File: config.mk
export PLATFORM = sky130hd
export DESIGN_NAME = inst_fetch
export DESIGN_NICKNAME = d
export VERILOG_FILES = /design/src/rtl/ifetch_pkg.sv /design/src/rtl/ifetch_wait_timer.sv /design/src/rtl/inst_fetch.sv
export SDC_FILE = /design/constraint.sdc
export NUM_CORES = 1
export LEC_CHECK = 0
export BUFFER_PORTS_ARGS = -buffer_cell sky130_fd_sc_hd__buf_2
export CORE_ASPECT_RATIO = 0.9
export CORE_MARGIN = 10
export CORE_UTILIZATION = 35
export CTS_CLUSTER_DIAMETER = 150
export DETAILED_ROUTE_END_ITERATION = 8
export PLACE_DENSITY = 0.69
export SYNTH_ARGS = -nofsm -noshare
export SYNTH_HDL_FRONTEND = slang
export SYNTH_SLANG_ARGS = --single-unit
File: constraint.sdc
create_clock -name clk -period 1.8 [get_ports clk]
set_input_delay 0.18 -clock clk [delete_from_list [all_inputs] [get_ports clk]]
set_output_delay 0.18 -clock clk [all_outputs]
set_load 0.005 [all_outputs]
File: src/rtl/ifetch_pkg.sv
// Shared definitions for the instruction-fetch sequencer.
//   state_e         : FSM states (idle, request outstanding, holding fetched word)
//   ALIGN_MASK      : low address bits that must be zero for a word fetch
//   DEFAULT_TIMEOUT : default number of cycles a request may wait for an ack
package ifetch_pkg;

  typedef enum logic [1:0] {
    StIdle = 2'd0,
    StReq  = 2'd1,
    StHold = 2'd2
  } state_e;

  localparam logic [1:0] ALIGN_MASK = 2'b11;

  localparam int unsigned DEFAULT_TIMEOUT = 255;

endpackage

File: src/rtl/ifetch_wait_timer.sv
// Saturating wait counter for an outstanding memory request.
//   clk, rst_n : clock and synchronous active-low reset
//   clear      : zero the counter (wins over enable)
//   enable     : count one waited cycle
//   expired    : the current cycle is the TIMEOUT-th cycle of waiting
module ifetch_wait_timer #(
  parameter int unsigned CNT_W   = 8,
  parameter int unsigned TIMEOUT = 255
) (
  input  logic clk,
  input  logic rst_n,
  input  logic clear,
  input  logic enable,
  output logic expired
);

  // The counter holds the number of cycles already waited, so the cycle in which
  // it reads TIMEOUT-1 is the last one allowed.
  localparam logic [CNT_W-1:0] LIMIT   = CNT_W'(TIMEOUT - 1);
  localparam logic [CNT_W-1:0] CNT_MAX = {CNT_W{1'b1}};

  logic [CNT_W-1:0] cnt_q, cnt_d;

  always_comb begin
    cnt_d = cnt_q;
    if (clear) begin
      cnt_d = '0;
    end else if (enable && (cnt_q != CNT_MAX)) begin
      cnt_d = cnt_q + CNT_W'(1);
    end
  end

  always_ff @(posedge clk) begin
    if (!rst_n) begin
      cnt_q <= '0;
    end else begin
      cnt_q <= cnt_d;
    end
  end

  assign expired = (cnt_q >= LIMIT);

endmodule

File: src/rtl/inst_fetch.sv
// Instruction-fetch sequencer between the PC register and instruction memory.
// Issues one handshaked read per fetch, buffers the returned word in a one-entry
// valid/ready stage towards decode, and stalls the PC while busy.
//   clk, rst_n          : clock, synchronous active-low reset
//   pc_in, fetch_en     : fetch request from the PC register
//   flush               : discard the in-flight or buffered instruction
//   mem_req, mem_addr   : read request to instruction memory
//   mem_ack, mem_rdata  : memory response
//   instr, instr_pc     : fetched word and its address
//   instr_valid/_ready  : handshake towards decode
//   stall               : PC must hold
//   misalign_err        : one-cycle pulse on a misaligned fetch request
//   timeout_err         : one-cycle pulse when memory never acked
//   fetch_count         : number of instructions delivered (wraps)
module inst_fetch
  import ifetch_pkg::*;
#(
  parameter int unsigned ADDR_W  = 32,
  parameter int unsigned DATA_W  = 32,
  parameter int unsigned TIMEOUT = DEFAULT_TIMEOUT,
  parameter int unsigned CNT_W   = 8
) (
  input  logic              clk,
  input  logic              rst_n,
  input  logic [ADDR_W-1:0] pc_in,
  input  logic              fetch_en,
  input  logic              flush,
  output logic              mem_req,
  output logic [ADDR_W-1:0] mem_addr,
  input  logic              mem_ack,
  input  logic [DATA_W-1:0] mem_rdata,
  output logic [DATA_W-1:0] instr,
  output logic [ADDR_W-1:0] instr_pc,
  output logic              instr_valid,
  input  logic              instr_ready,
  output logic              stall,
  output logic              misalign_err,
  output logic              timeout_err,
  output logic [31:0]       fetch_count
);

  state_e            state_q, state_d;
  logic [ADDR_W-1:0] addr_q, addr_d;
  logic [DATA_W-1:0] instr_q, instr_d;
  logic [ADDR_W-1:0] instr_pc_q, instr_pc_d;
  logic              discard_q, discard_d;
  logic              misalign_q, misalign_d;
  logic              timeout_q, timeout_d;
  logic [31:0]       count_q, count_d;

  logic timer_clear, timer_en, timer_expired;
  logic aligned;

  assign aligned = ((pc_in[1:0] & ALIGN_MASK) == 2'b00);

  ifetch_wait_timer #(
    .CNT_W   (CNT_W),
    .TIMEOUT (TIMEOUT)
  ) u_wait_timer (
    .clk     (clk),
    .rst_n   (rst_n),
    .clear   (timer_clear),
    .enable  (timer_en),
    .expired (timer_expired)
  );

  always_comb begin
    state_d     = state_q;
    addr_d      = addr_q;
    instr_d     = instr_q;
    instr_pc_d  = instr_pc_q;
    discard_d   = discard_q;
    count_d     = count_q;
    misalign_d  = 1'b0;
    timeout_d   = 1'b0;
    timer_clear = 1'b0;
    timer_en    = 1'b0;

    unique case (state_q)
      StIdle: begin
        // A flush here has nothing to cancel, so a simultaneous fetch proceeds.
        if (fetch_en) begin
          if (aligned) begin
            addr_d      = pc_in;
            discard_d   = 1'b0;
            timer_clear = 1'b1;
            state_d     = StReq;
          end else begin
            misalign_d = 1'b1;
          end
        end
      end

      StReq: begin
        if (mem_ack) begin
          discard_d = 1'b0;
          if (discard_q || flush) begin
            state_d = StIdle;
          end else begin
            instr_d    = mem_rdata;
            instr_pc_d = addr_q;
            state_d    = StHold;
          end
        end else if (timer_expired) begin
          discard_d = 1'b0;
          timeout_d = 1'b1;
          state_d   = StIdle;
        end else begin
          // The memory handshake cannot be abandoned; remember to drop the data.
          timer_en = 1'b1;
          if (flush) begin
            discard_d = 1'b1;
          end
        end
      end

      StHold: begin
        if (flush) begin
          state_d = StIdle;
        end else if (instr_ready) begin
          count_d = count_q + 32'd1;
          if (fetch_en && aligned) begin
            addr_d      = pc_in;
            discard_d   = 1'b0;
            timer_clear = 1'b1;
            state_d     = StReq;
          end else begin
            misalign_d = fetch_en;
            state_d    = StIdle;
          end
        end
      end

      default: state_d = StIdle;
    endcase
  end

  always_ff @(posedge clk) begin
    if (!rst_n) begin
      state_q    <= StIdle;
      addr_q     <= '0;
      instr_q    <= '0;
      instr_pc_q <= '0;
      discard_q  <= 1'b0;
      misalign_q <= 1'b0;
      timeout_q  <= 1'b0;
      count_q    <= '0;
    end else begin
      state_q    <= state_d;
      addr_q     <= addr_d;
      instr_q    <= instr_d;
      instr_pc_q <= instr_pc_d;
      discard_q  <= discard_d;
      misalign_q <= misalign_d;
      timeout_q  <= timeout_d;
      count_q    <= count_d;
    end
  end

  assign mem_req      = (state_q == StReq);
  assign mem_addr     = addr_q;
  assign instr        = instr_q;
  assign instr_pc     = instr_pc_q;
  assign instr_valid  = (state_q == StHold);
  assign stall        = (state_q == StReq) || ((state_q == StHold) && !instr_ready);
  assign misalign_err = misalign_q;
  assign timeout_err  = timeout_q;
  assign fetch_count  = count_q;

endmodule
**Yosys cells after proc, flatten, opt, wreduce, memory -nomap -nowiden**

Cells that the tools add are included.

- Bits in registers: 141
- Input bits: 70
- Output and inout bits: 133

- Add/sub/neg operators: 2
- Magnitude comparators: 1
- Equality and inequality tests: 11
- Muxes and demuxes: 40
- Bitwise gates (word level): 4
- Reductions and logical operators: 17

Operators with widths:

| cell | number |
|---|---|
| 32-bit 2-to-1 mux | 5 |
| 32-bit one-hot mux with 2 select lines | 1 |
| 32-bit by 1-bit adder with 32-bit output, second input constant | 1 |
| 1-bit 2-to-1 mux | 23 |
| 2-bit 2-to-1 mux | 7 |
| 8-bit by 1-bit adder with 8-bit output, second input constant | 1 |
| 8-bit >= comparator, second input constant | 1 |
| 8-bit inequality test, second input constant | 1 |
| 7-bit AND reduction | 1 |
| 2-bit inequality test, second input constant | 3 |
| 2-bit one-hot mux with 3 select lines | 1 |
| 3-bit AND reduction | 2 |
| 6-bit AND reduction | 1 |
| 2-bit logical NOT | 2 |
| 2-bit by 1-bit inequality test with 1-bit output, second input constant | 2 |
| 4-bit by 2-bit inequality test with 1-bit output, second input constant | 1 |
| 1-bit inverter | 4 |
| 1-bit one-hot mux with 2 select lines | 2 |
| 4-bit AND reduction | 1 |
| 1-bit logical AND | 3 |
| 3-bit by 1-bit inequality test with 1-bit output, second input constant | 1 |
| 3-bit by 2-bit inequality test with 1-bit output, second input constant | 1 |
| 1-bit one-hot mux with 3 select lines | 1 |
| 3-bit nonzero test | 1 |
| other kinds (7) | 8 |

**Longest topological paths before layout**

Gate-level depths: netlist of the first run.

- Word-level depth: 7
- Mapped depth: 7

**Hierarchy**

Synthesis of the first run repeated with hierarchy kept, for this count alone.

- Cell total of the unflattened synthesis: 651
- Area total of the unflattened synthesis: 5,575.3 um2

Modules (own cells, without submodules):

| module | times used | cells each | area each (um2) | sequential area each (um2) |
|---|---|---|---|---|
| inst_fetch | 1 | 598 | 5,099.9 | 2,662.6 |
| ifetch_wait_timer | 1 | 53 | 475.5 | 160.2 |

**Worst setup path after synthesis of the first run**

OpenSTA, ideal clock, no wires.

- Kind: register -> register
- Start: reg count_q[9], in the netlist fetch_count[9]
- End: reg count_q[22], in the netlist fetch_count[22]
- Setup time: 70 ps
- Data arrival time: 1,914 ps
- Slack: -184 ps
- Stages on the path, launching flop included: 7
- Path buffers: 2
- Cell sequence: dfxtp_1 nand4_2 or4_4 buf_6 buf_6 or4_1 a21oi_1

- Word-level cells in the longest chain between the ends: 1

Ends and longest elaborated chain:

| item | line | source |
|---|---|---|
| from (decl) | inst_fetch.sv:49 | `logic [31:0] count_q, count_d;` |
| from (signal assigned) | inst_fetch.sv:156 | `count_q <= count_d;` |
| 32-bit by 1-bit adder with 32-bit output | inst_fetch.sv:121 | `count_d = count_q + 32'd1;` |

Every way passes these cells.
A chain may end at the register's enable or synchronous reset.

**Worst setup path in the final report of the first run**

- Start: reg count_q[2], in the netlist fetch_count[2]
- End: reg count_q[17], in the netlist fetch_count[17]

The elaborated chain is that of the path after synthesis.

==> qor.yml, run 1 <==
min_period_over_period: 1.049
start_util: 0.3556
fmax_mhz: 529.4
drc_errors: 0
cts_buffers: 17
startpoint: "fetch_count[2]$_SDFFE_PN0P_"
drv_slew: 0
syn_area_um2: 5471
tritoncts: "done"
cts.sinks: 141
insertion_delay_ns: 0.41
reg2reg_from: "fetch_count[2]$_SDFFE_PN0P_"
peakVddDrop_v: 0.0007457
crit_path_max_fanout: 5
drt_first_iter_violations: 279
cellPowerDensity_nw_per_um2: 910.2
clk_pin_slew_ns: 0.06
vias: 5710
hp-class: "primary input to flop"
dp_hpwl_um: 11920
firstDrtPassIters: 5
rows: 43
yosysTopAreaCell: "dfxtp_1"
nNetsFinal: 1031
worstPathArrival_ns: 2.23
syn_to_final_growth_pct: 53.74
io_pins: 203
outcome: "finished with violations"
worstSetupPathType: "flop to flop"
critPathLaunchType: "flop"
required_ns: 2.14
rsz0062_at_grt: "true"
place_area_um2: 7022
antenna_found_initial: 1
worst_pin_slew_ns: 0.4628
synth_top_area_frac: 0.5159
dieArea_um2: 21040
core_area_um2: 15390
vias_per_cell: 4.864
portBuffers: 202
grt_pass1_vias: 5710
synth_warnings: 0
yosysUniqueCellTypes: 44
drive_gt1_frac: 0.3419
critPathCaptureType: "flop"
synth-seq-area-share: 0.5159
overflow: 0
violations: "setup timing"
routedWlPerCell_um: 15.55
cts_root_buf: "clkbuf_16"
slew_headroom: 0.6888
leakagePower_nw: 3.569
fin_area_um2: 8412
syn_nets: 745
setup_slack_ns: -0.08901
ys_ff_latch: 141
yosys-top-cells-area: "dfxtp_1, nand2_1, a21oi_1"
die_y_um: 138.6
die_w_um: 151.8
gp_congestion: 0.7786
rrSetupSlack_ns: -0.09
clockBufferDepth: 2
setup_tns_ns: -0.6487
grt_max_degree: 88
hold_viol_final: 0
grt_pass1_wl_um: 28900
worstHoldStart: "pc_in[4]"
htree_levels: 4
skew_ns: 0.005258
routed_wl_um: 18250
fin_crit_ns: 1.889
maxCapViolations: 0
avgSynthCellArea_um2: 8.142
setup_viol: 18
antenna_left: 0
grt_usage: 0.1696
synthesis.instances: 672
[through the flow]
step,total power [W],setup WS (ns),hold slack (ns),std cells,util
floorplan,0.003401,-0.08671,0.3160,672,-
global placement,0.003585,-0.02777,0.4210,1079,0.4563
detailed placement,0.003589,-0.06406,0.4262,1079,0.4563
CTS,0.007731,-0.07545,0.001573,1171,0.5418
global route,0.007930,-0.1373,0.001048,1174,0.5467
finish,0.007656,-0.08901,0.01254,1174,0.5467
[cells in the final DEF (no fill, tap or decap), types with 7 or more instances in the layout]
master         netlist  final
nand2_1            206    205
nor2_1              17     17
or4_1               14     10
dfxtp_1            141    127
o31ai_1             14     12
nor3_1               7      7
buf_4                0     48
o21ai_0             11      9
xor2_1               8      8
or3_1               10      9
nand4_1             11     11
or4_4                2      8
dfxtp_2              0     11
a21oi_1            119    116
clkbuf_16            0     17
inv_1                8      8
nand3_1              8      7
dlygate4sd3_1        0     50
buf_2                1    202
[synthesized netlist by cell type, drive strengths merged]
cell type    n
a211o        1
a211oi       2
a21oi      119
a22oi        1
a41oi        1
and2         4
and3         6
and4         4
buf          8
clkbuf      36
dfxtp      141
ha           3
inv          9
mux2i        1
nand2      206
nand2b       3
nand3        8
nand4       12
nand4bb      1
nor2        17
nor2b        1
nor3         7
nor3b        1
nor4         1
nor4bb       1
o2111ai      3
o211ai       3
o21a         2
o21ai       11
o21bai       1
o2bb2ai      1
o31ai       14
or2          1
or3         10
or3b         2
or4         16
xnor2        6
xor2         8
[critical path, stage by stage, from the launching register on]
cell	delay [ns]
dfxtp_2	0.33
nand4_1	0.15
or4_4	0.58
buf_12	0.16
or4_4	0.47
a21oi_2	0.12
[where the power goes]
part	switching [W]	leakage, nW	internal (W)	total [W]
logic	0.000210	2.08	0.000218	0.000427
clock network	0.00130	0.340	0.00275	0.00405
registers	0.0000246	1.15	0.00316	0.00318
[cells by family after synthesis]
family / Yosys count / share of synthesized area
AOI/OAI and AO/OA: 159 / 0.1601
muxes: 1 / 0.001829
DFF: 141 / 0.5159
xor gates and xnor gates: 14 / 0.02241
and+or+nand+nor: 301 / 0.2534
adders and majority gates: 3 / 0.006861
buffers and inverters: 53 / 0.03956
[per-layer routing]
metal / GRT usage / wire [um]
met1: 0.1907 / 7300
met2: 0.2841 / 8990
met3: 0.07243 / 1793
met4: 0.04865 / 165
met5: 0 / 0
[registers in the layout, summed over array words and instances (netlist names), 2 cells and up]
register            cells
fetch_count            32
instr                  32
instr_pc               32
mem_addr               32
state_q                 2
u_wait_timer.cnt_q      8
[final cells by class]
cell class / count / area (um^2)
Inverter: 9 / 35.03
Sequential cell: 141 / 2848
Timing Repair Buffer: 309 / 2029
Fill cell: 1373 / 6975
Antenna cell: 1 / 2.502
Clock buffer: 22 / 484.2
Clock inverter: 10 / 207.7
Tap cell: 202 / 252.7
Multi-Input combinational cell: 480 / 2552
[worst paths after layout]
kind | cells after the start | to
hold reg to reg | 2 | instr[9]$_SDFFE_PN0P_
hold / removal | 3 | mem_addr[4]$_SDFFE_PN0P_
setup reg to reg | 5 | fetch_count[17]$_SDFFE_PN0P_
setup / recovery | 5 | fetch_count[17]$_SDFFE_PN0P_
[what timing repair did]
item | in CTS | in global routing
gates resized for setup | 10 | 15
cloned | 2 | 0
endpoints found under the hold margin | 50 | 0
hold buffers | 50 | 0
pin swaps | 12 | 5
setup endpoints to repair | 21 | 24
setup buffers | 8 | 2
(Power assumes the default switching activity.)
==> inputs of run 2 (changes only) <==
--- a/config.mk
+++ b/config.mk
@@ -14,4 +14,5 @@
 export PLACE_DENSITY = 0.69
 export SYNTH_ARGS = -nofsm -noshare
 export SYNTH_HDL_FRONTEND = slang
+export SYNTH_HIERARCHICAL = 1
 export SYNTH_SLANG_ARGS = --single-unit
==> run 2 against run 1 <==
The run now ends clean. Core utilization is 0.91 points higher. First-iteration DRC count is 31% higher. Wire length is 0.38% higher. Die area is 1.6% higher. Via count is 0.67% lower. Critical path type unchanged. Largest cell class unchanged. Largest power group unchanged. Highest routed layer unchanged.
==> qor.yml, run 2 <==
outcome: "completed"  # was finished with violations
grt_pass1_wl_um: 29030  # was 28900 um
syn_area_um2: 5575  # was 5471 um^2
clk_pin_slew_ns: 0.06  # about the same
antenna_left: 0  # unchanged
worstHoldStart: "pc_in[4]"  # unchanged
yosysMostFrequentCell: "nand2_1"  # unchanged
synthXorXnorAreaFrac: 0.01414  # was 0.02241
die_w_um: 153.0  # was 151.8 um
critPathCaptureType: "flop"  # unchanged
worst_hold_slack_ns: 0.01476  # was 0.01254 ns
max_stage_delay_ns: 0.43  # was 0.58 ns
setup_slack_ns: 0.02749  # was -0.08901 ns
nNetsFinal: 1028  # was 1031
grt_max_degree: 72  # was 88
rows: 43  # unchanged
routed_wl_um: 18320  # was 18250 um
yosysTopAreaCell: "dfxtp_1"  # unchanged
die_y_um: 139.7  # was 138.6 um
slowest_stage: "or3_4"  # was or4_4
cellPowerDensity_nw_per_um2: 834.4  # was 910.2 nW/um^2
drt_first_iter_violations: 365  # was 279
cts.sinks: 141  # unchanged
portBuffers: 202  # unchanged
synth_commonest_cells: "nand2_1, dfxtp_1, a21oi_1"  # unchanged
synth_warnings: 6  # was 0
yosys.area_share.adder: 0.006732  # was 0.006860
synthArstFlopShare: 0  # unchanged
grt_usage: 0.1627  # was 0.1696
ys_ff_latch: 141  # unchanged
worst_pin_slew_ns: 0.4861  # was 0.4628 ns
critPathLaunchType: "flop"  # unchanged
synthMuxAreaShare: 0.07361  # was 0.001829
clockBufferDepth: 2  # unchanged
synth_top_area_frac: 0.5063  # was 0.5159
worstHoldPathCells: 3  # unchanged
synth_top_family_by_area: "simple AND/OR/NAND/NOR gates"  # unchanged
leakagePower_nw: 3.623  # was 3.569 nW
core_area_um2: 15490  # was 15390 um^2
r2r_cells: 5  # unchanged
worstSetupPathType: "flop to flop"  # unchanged
skew_ns: 0.006922  # was 0.005258 ns
power_w: 0.007186  # was 0.007656 W
crit_path_max_fanout: 16  # was 5
firstDrtPassIters: 4  # was 5
gp_congestion: 0.7982  # was 0.7786
antenna_found_initial: 1  # unchanged
vias_per_cell: 4.844  # was 4.864
cts_buffers: 17  # unchanged
insertion_delay_ns: 0.42  # was 0.41 ns
startpoint: "state_q[0]$_SDFFE_PN0P_"  # was fetch_count[2]$_SDFFE_PN0P_
dp_hpwl_um: 12200  # was 11920 um
vias: 5672  # was 5710
overflow: 0  # unchanged
min_period_over_period: 0.9847  # was 1.049
worstPathArrival_ns: 2.13  # was 2.23 ns
avgSynthCellArea_um2: 8.564  # was 8.142 um^2
fmax_mhz: 564.2  # was 529.4 MHz
hp-class: "primary input to flop"  # unchanged
reg2reg_from: "state_q[0]$_SDFFE_PN0P_"  # was fetch_count[2]$_SDFFE_PN0P_
synth-seq-area-share: 0.5063  # was 0.5159
drv_slew: 0  # unchanged
synthesis.instances: 651  # was 672
cp_cell_sequence: "nand4bb_4, or3_4, buf_8, or4_4, a21oi_2"  # was nand4_1, or4_4, buf_12, or4_4, a21oi_2
hold_viol_final: 0  # unchanged
final_cell_mix: "buf_2, nand2_1, dfxtp_1, a21oi_1, dlygate4sd3_1"  # was nand2_1, buf_2, dfxtp_1, a21oi_1, dlygate4sd3_1
rsz0062_at_grt: "true"  # unchanged
dpl_worst_slack_ns: -0.1485  # was -0.06406 ns
htree_levels: 4  # unchanged
start_util: 0.3598  # was 0.3556
yosys-top-cells-area: "dfxtp_1, nand2_1, a21oi_1"  # unchanged
synth_compound_area_frac: 0.1140  # was 0.1601
fin_crit_ns: 1.773  # was 1.889 ns
syn_nets: 724  # was 745
grt_pass1_vias: 5558  # was 5710
peakVddDrop_v: 0.0006433  # was 0.0007457 V
tritoncts: "done"  # unchanged
syn_to_final_growth_pct: 54.47  # was 53.74%
dieArea_um2: 21390  # was 21040 um^2
slew_headroom: 0.6735  # was 0.6888
rrSetupSlack_ns: 0.03  # was -0.09 ns
yosysUniqueCellTypes: 46  # was 44
maxCapViolations: 0  # unchanged
io_pins: 203  # unchanged
final_common_cell: "buf_2"  # was nand2_1
synth-edff-count: 0  # unchanged
yosys.area_share.simple: 0.2496  # was 0.2534
setup_viol: 0  # was 18
synthFlopType: "dfxtp_1"  # unchanged
routedWlPerCell_um: 15.64  # was 15.55 um
drc_errors: 0  # unchanged
cts_root_buf: "clkbuf_16"  # unchanged
drive_gt1_frac: 0.3461  # was 0.3419
required_ns: 2.16  # was 2.14 ns
==> run 2: repair_timing <==
action / CTS / global route
endpoints found under the setup margin: 48 / 92
gates cloned: 0 / 1
resized for setup: 7 / 28
pin swaps: 0 / 10
buffers inserted: 0 / 3
hold buffers: 61 / 0
hold endpoints to repair: 61 / 0
==> run 2: final cells by class <==
| type | count | area [um^2] |
|---|---|---|
| diodes | 1 | 2.502 |
| clock inverters | 14 | 158.9 |
| multi-input cells | 460 | 2711 |
| fillers | 1362 | 6883 |
| inverters | 10 | 38.79 |
| flip-flops and latches | 141 | 2830 |
| well taps | 202 | 252.7 |
| repair buffers | 325 | 2178 |
| clock buffers | 18 | 439.2 |
==> run 2: cell families (layout without fill, tap and decap cells) <==
logic type / after synthesis / after routing
compound gates: 111 / 111
fa+ha+maj: 3 / 3
mux: 41 / 41
flops: 141 / 141
simple gates: 296 / 296
xor+xnor: 9 / 9
other cells: 0 / 1
buf+inv: 50 / 367
==> run 2: power by group <==
group	switching, W	internal, W	total (W)	leakage [nW]
logic	0.000200	0.000247	0.000447	2.19
clock network	0.00145	0.00211	0.00356	0.294
registers	0.0000234	0.00315	0.00318	1.14
==> run 2: path summary, 6_finish.rpt <==
path | endpoint
min | mem_addr[4]$_SDFFE_PN0P_
max reg2reg | fetch_count[19]$_SDFFE_PN0P_
max | fetch_count[19]$_SDFFE_PN0P_
min reg2reg | instr[15]$_SDFFE_PN0P_
==> run 2: critical path: cells and delay by family (launching register included) <==
family	cells	cell delay, ns
simple gates	3	1.10
flops	1	0.32
buf+inv	1	0.16
compound gates	1	0.14
==> run 2: per-stage QoR <==
step           cells  utilization  cell area [um^2]  TNS, ns
2_1_floorplan    651            -              5580        0
4_1_cts         1166       0.5461              8462        0
3_3_place_gp    1073       0.4651              7207  -0.4447
5_1_grt         1171       0.5558              8612  -0.2101
6_report        1171       0.5558              8612        0
3_5_place_dp    1073       0.4651              7207   -1.547
==> run 2: routing by layer <==
layer / wire [um] / global-route usage
met4: 240 / 0.05015
met5: 0 / 0
met3: 1439 / 0.06562
met2: 8670 / 0.2621
met1: 7970 / 0.1939
==> inputs of run 3 (changes only) <==
--- a/config.mk
+++ b/config.mk
@@ -5,13 +5,14 @@
 export SDC_FILE = /design/constraint.sdc
 export NUM_CORES = 1
 export LEC_CHECK = 0
-export BUFFER_PORTS_ARGS = -buffer_cell sky130_fd_sc_hd__buf_2
 export CORE_ASPECT_RATIO = 0.9
 export CORE_MARGIN = 10
 export CORE_UTILIZATION = 35
+export CTS_BUF_LIST = sky130_fd_sc_hd__clkbuf_4 sky130_fd_sc_hd__clkbuf_8 sky130_fd_sc_hd__clkbuf_16
 export CTS_CLUSTER_DIAMETER = 150
 export DETAILED_ROUTE_END_ITERATION = 8
-export PLACE_DENSITY = 0.69
+export DONT_BUFFER_PORTS = 1
+export PLACE_DENSITY = 0.58
 export SYNTH_ARGS = -nofsm -noshare
 export SYNTH_HDL_FRONTEND = slang
 export SYNTH_HIERARCHICAL = 1
==> run 3 against run 2 <==
Maximum frequency is 1.4% higher. Core utilization down 5.5 points. Clock power shrank 7.3%. Wire length down 3.8%. Sequential share of layout area rose by 3.7 points. Cell area down 10%. Flip-flop and latch count unchanged. Highest routed layer unchanged.
==> qor.yml, run 3 (synthesis results as in run 2) <==
fin_area_um2: 7754  # was 8612 um^2
io_pins: 203  # unchanged
die_w_um: 153.0  # unchanged
die_y_um: 139.7  # unchanged
power_w: 0.006843  # was 0.007186 W
cp_num_buf_inv: 1  # unchanged
outcome: "completed"  # unchanged
syn_to_final_growth_pct: 39.07  # was 54.47%
setup_tns_ns: 0  # unchanged
fmax_mhz: 572.3  # was 564.2 MHz
hp-class: "primary input to flop"  # unchanged
worstSetupPathType: "flop to flop"  # unchanged
grt_max_degree: 71  # was 72
max_stage_delay_ns: 0.42  # was 0.43 ns
drc_errors: 0  # unchanged
final_common_cell: "nand2_1"  # was buf_2
slew_headroom: 0.5914  # was 0.6735
min_period_over_period: 0.9708  # was 0.9847
peakVddDrop_v: 0.0006150  # was 0.0006433 V
cts_root_buf: "clkbuf_16"  # unchanged
antenna_found_initial: 1  # unchanged
htree_levels: 4  # unchanged
vias: 5176  # was 5672
hold_viol_final: 0  # unchanged
vias_per_cell: 5.239  # was 4.844
rsz0062_at_grt: "true"  # unchanged
routedWlPerCell_um: 17.83  # was 15.64 um
fin_util: 0.5004  # was 0.5558
worst_pin_slew_ns: 0.6129  # was 0.4861 ns
drive_gt1_frac: 0.1911  # was 0.3461
skew_ns: 0.009090  # was 0.006922 ns
setup_viol: 0  # unchanged
antenna_left: 0  # unchanged
leakagePower_nw: 2.733  # was 3.623 nW
clockBufferDepth: 2  # unchanged
firstDrtPassIters: 5  # was 4
fin_crit_ns: 1.747  # was 1.773 ns
crit_family: "simple AND/OR/NAND/NOR gates"  # unchanged
portBuffers: 0  # was 202
slowest_stage: "or4_4"  # was or3_4
worstPathArrival_ns: 2.08  # was 2.13 ns
cp_cell_sequence: "nand4_1, or3_4, buf_6, or4_4, a21oi_2"  # was nand4bb_4, or3_4, buf_8, or4_4, a21oi_2
startpoint: "fetch_count[6]$_SDFFE_PN0P_"  # was state_q[0]$_SDFFE_PN0P_
overflow: 0  # unchanged
clk_pin_slew_ns: 0.06  # about the same
start_util: 0.3598  # unchanged
cts.sinks: 141  # unchanged
grt_pass1_wl_um: 26800  # was 29030 um
critPathLaunchType: "flop"  # unchanged
maxCapViolations: 0  # unchanged
tritoncts: "done"  # unchanged
gp_congestion: 0.8031  # was 0.7982
critPathCaptureType: "flop"  # unchanged
grt_usage: 0.1542  # was 0.1627
dp_hpwl_um: 11960  # was 12200 um
routed_wl_um: 17620  # was 18320 um
dieArea_um2: 21390  # unchanged
reg2reg_from: "fetch_count[6]$_SDFFE_PN0P_"  # was state_q[0]$_SDFFE_PN0P_
crit_path_max_fanout: 16  # unchanged
insertion_delay_ns: 0.41  # was 0.42 ns
place_area_um2: 6213  # was 7207 um^2
nNetsFinal: 846  # was 1028
drt_first_iter_violations: 281  # was 365
required_ns: 2.13  # was 2.16 ns
rows: 43  # unchanged
core_area_um2: 15490  # unchanged
final_cell_mix: "nand2_1, dfxtp_1, a21oi_1, dlygate4sd3_1, buf_4"  # was buf_2, nand2_1, dfxtp_1, a21oi_1, dlygate4sd3_1
grt_pass1_vias: 4949  # was 5558
worstHoldStart: "flush"  # was pc_in[4]
drv_slew: 0  # unchanged
cellPowerDensity_nw_per_um2: 882.6  # was 834.4 nW/um^2
cts_buffers: 17  # unchanged
run 3: what timing repair did:
action / in CTS / in global routing
hold buffers: 70 / 0
cloned: 1 / 0
endpoints found under the setup margin: 31 / 56
pin swaps: 2 / 3
hold endpoints to repair: 73 / 0
resized for setup: 11 / 27
buffers inserted: 6 / 4
run 3: stage by stage:
step	hold WS, ns	setup slack [ns]	cells
6_report	0.07017	0.05261	988
5_1_grt	0.07022	-0.02196	988
4_1_cts	0.03231	0.002278	983
3_5_place_dp	0.2606	-0.03934	875
3_3_place_gp	0.2612	0.007225	875
2_1_floorplan	0.2566	0.02467	651
run 3: final cells by class:
cell class	count	area [um^2]
multi-input cells	460	2709
repair buffers	143	1359
diodes	1	2.502
flip-flops and latches	141	2831
inverters	10	38.79
well taps	202	252.7
fillers	1413	7741
clock buffers	25	498.0
clock inverters	6	62.56
run 3: metal layers:
| layer | global-route usage | vias to the layer above | part of all wire |
|---|---|---|---|
| met5 | 0 | - | 0 |
| met4 | 0.06419 | 0 | 0.022 |
| met1 | 0.1659 | 2450 | 0.39 |
| met3 | 0.06747 | 24 | 0.094 |
| met2 | 0.2592 | 222 | 0.49 |
| li1 | - | 2480 | - |
run 3: power breakdown:
group	total (W)	switching [W]	internal, W	leakage [nW]
Sequential	0.00319	0.0000369	0.00316	1.14
Clock	0.00330	0.00125	0.00205	0.286
Combinational	0.000351	0.000157	0.000194	1.31
run 3: path summary, 6_finish.rpt:
check             slack [ns]  cells past startpoint                      endpoint
hold reg to reg         0.48                      2        instr[30]$_SDFFE_PN0P_
setup reg to reg        0.05                      5  fetch_count[11]$_SDFFE_PN0P_
hold / removal          0.07                      2        discard_q$_SDFFE_PN0P_
setup / recovery        0.05                      5  fetch_count[11]$_SDFFE_PN0P_
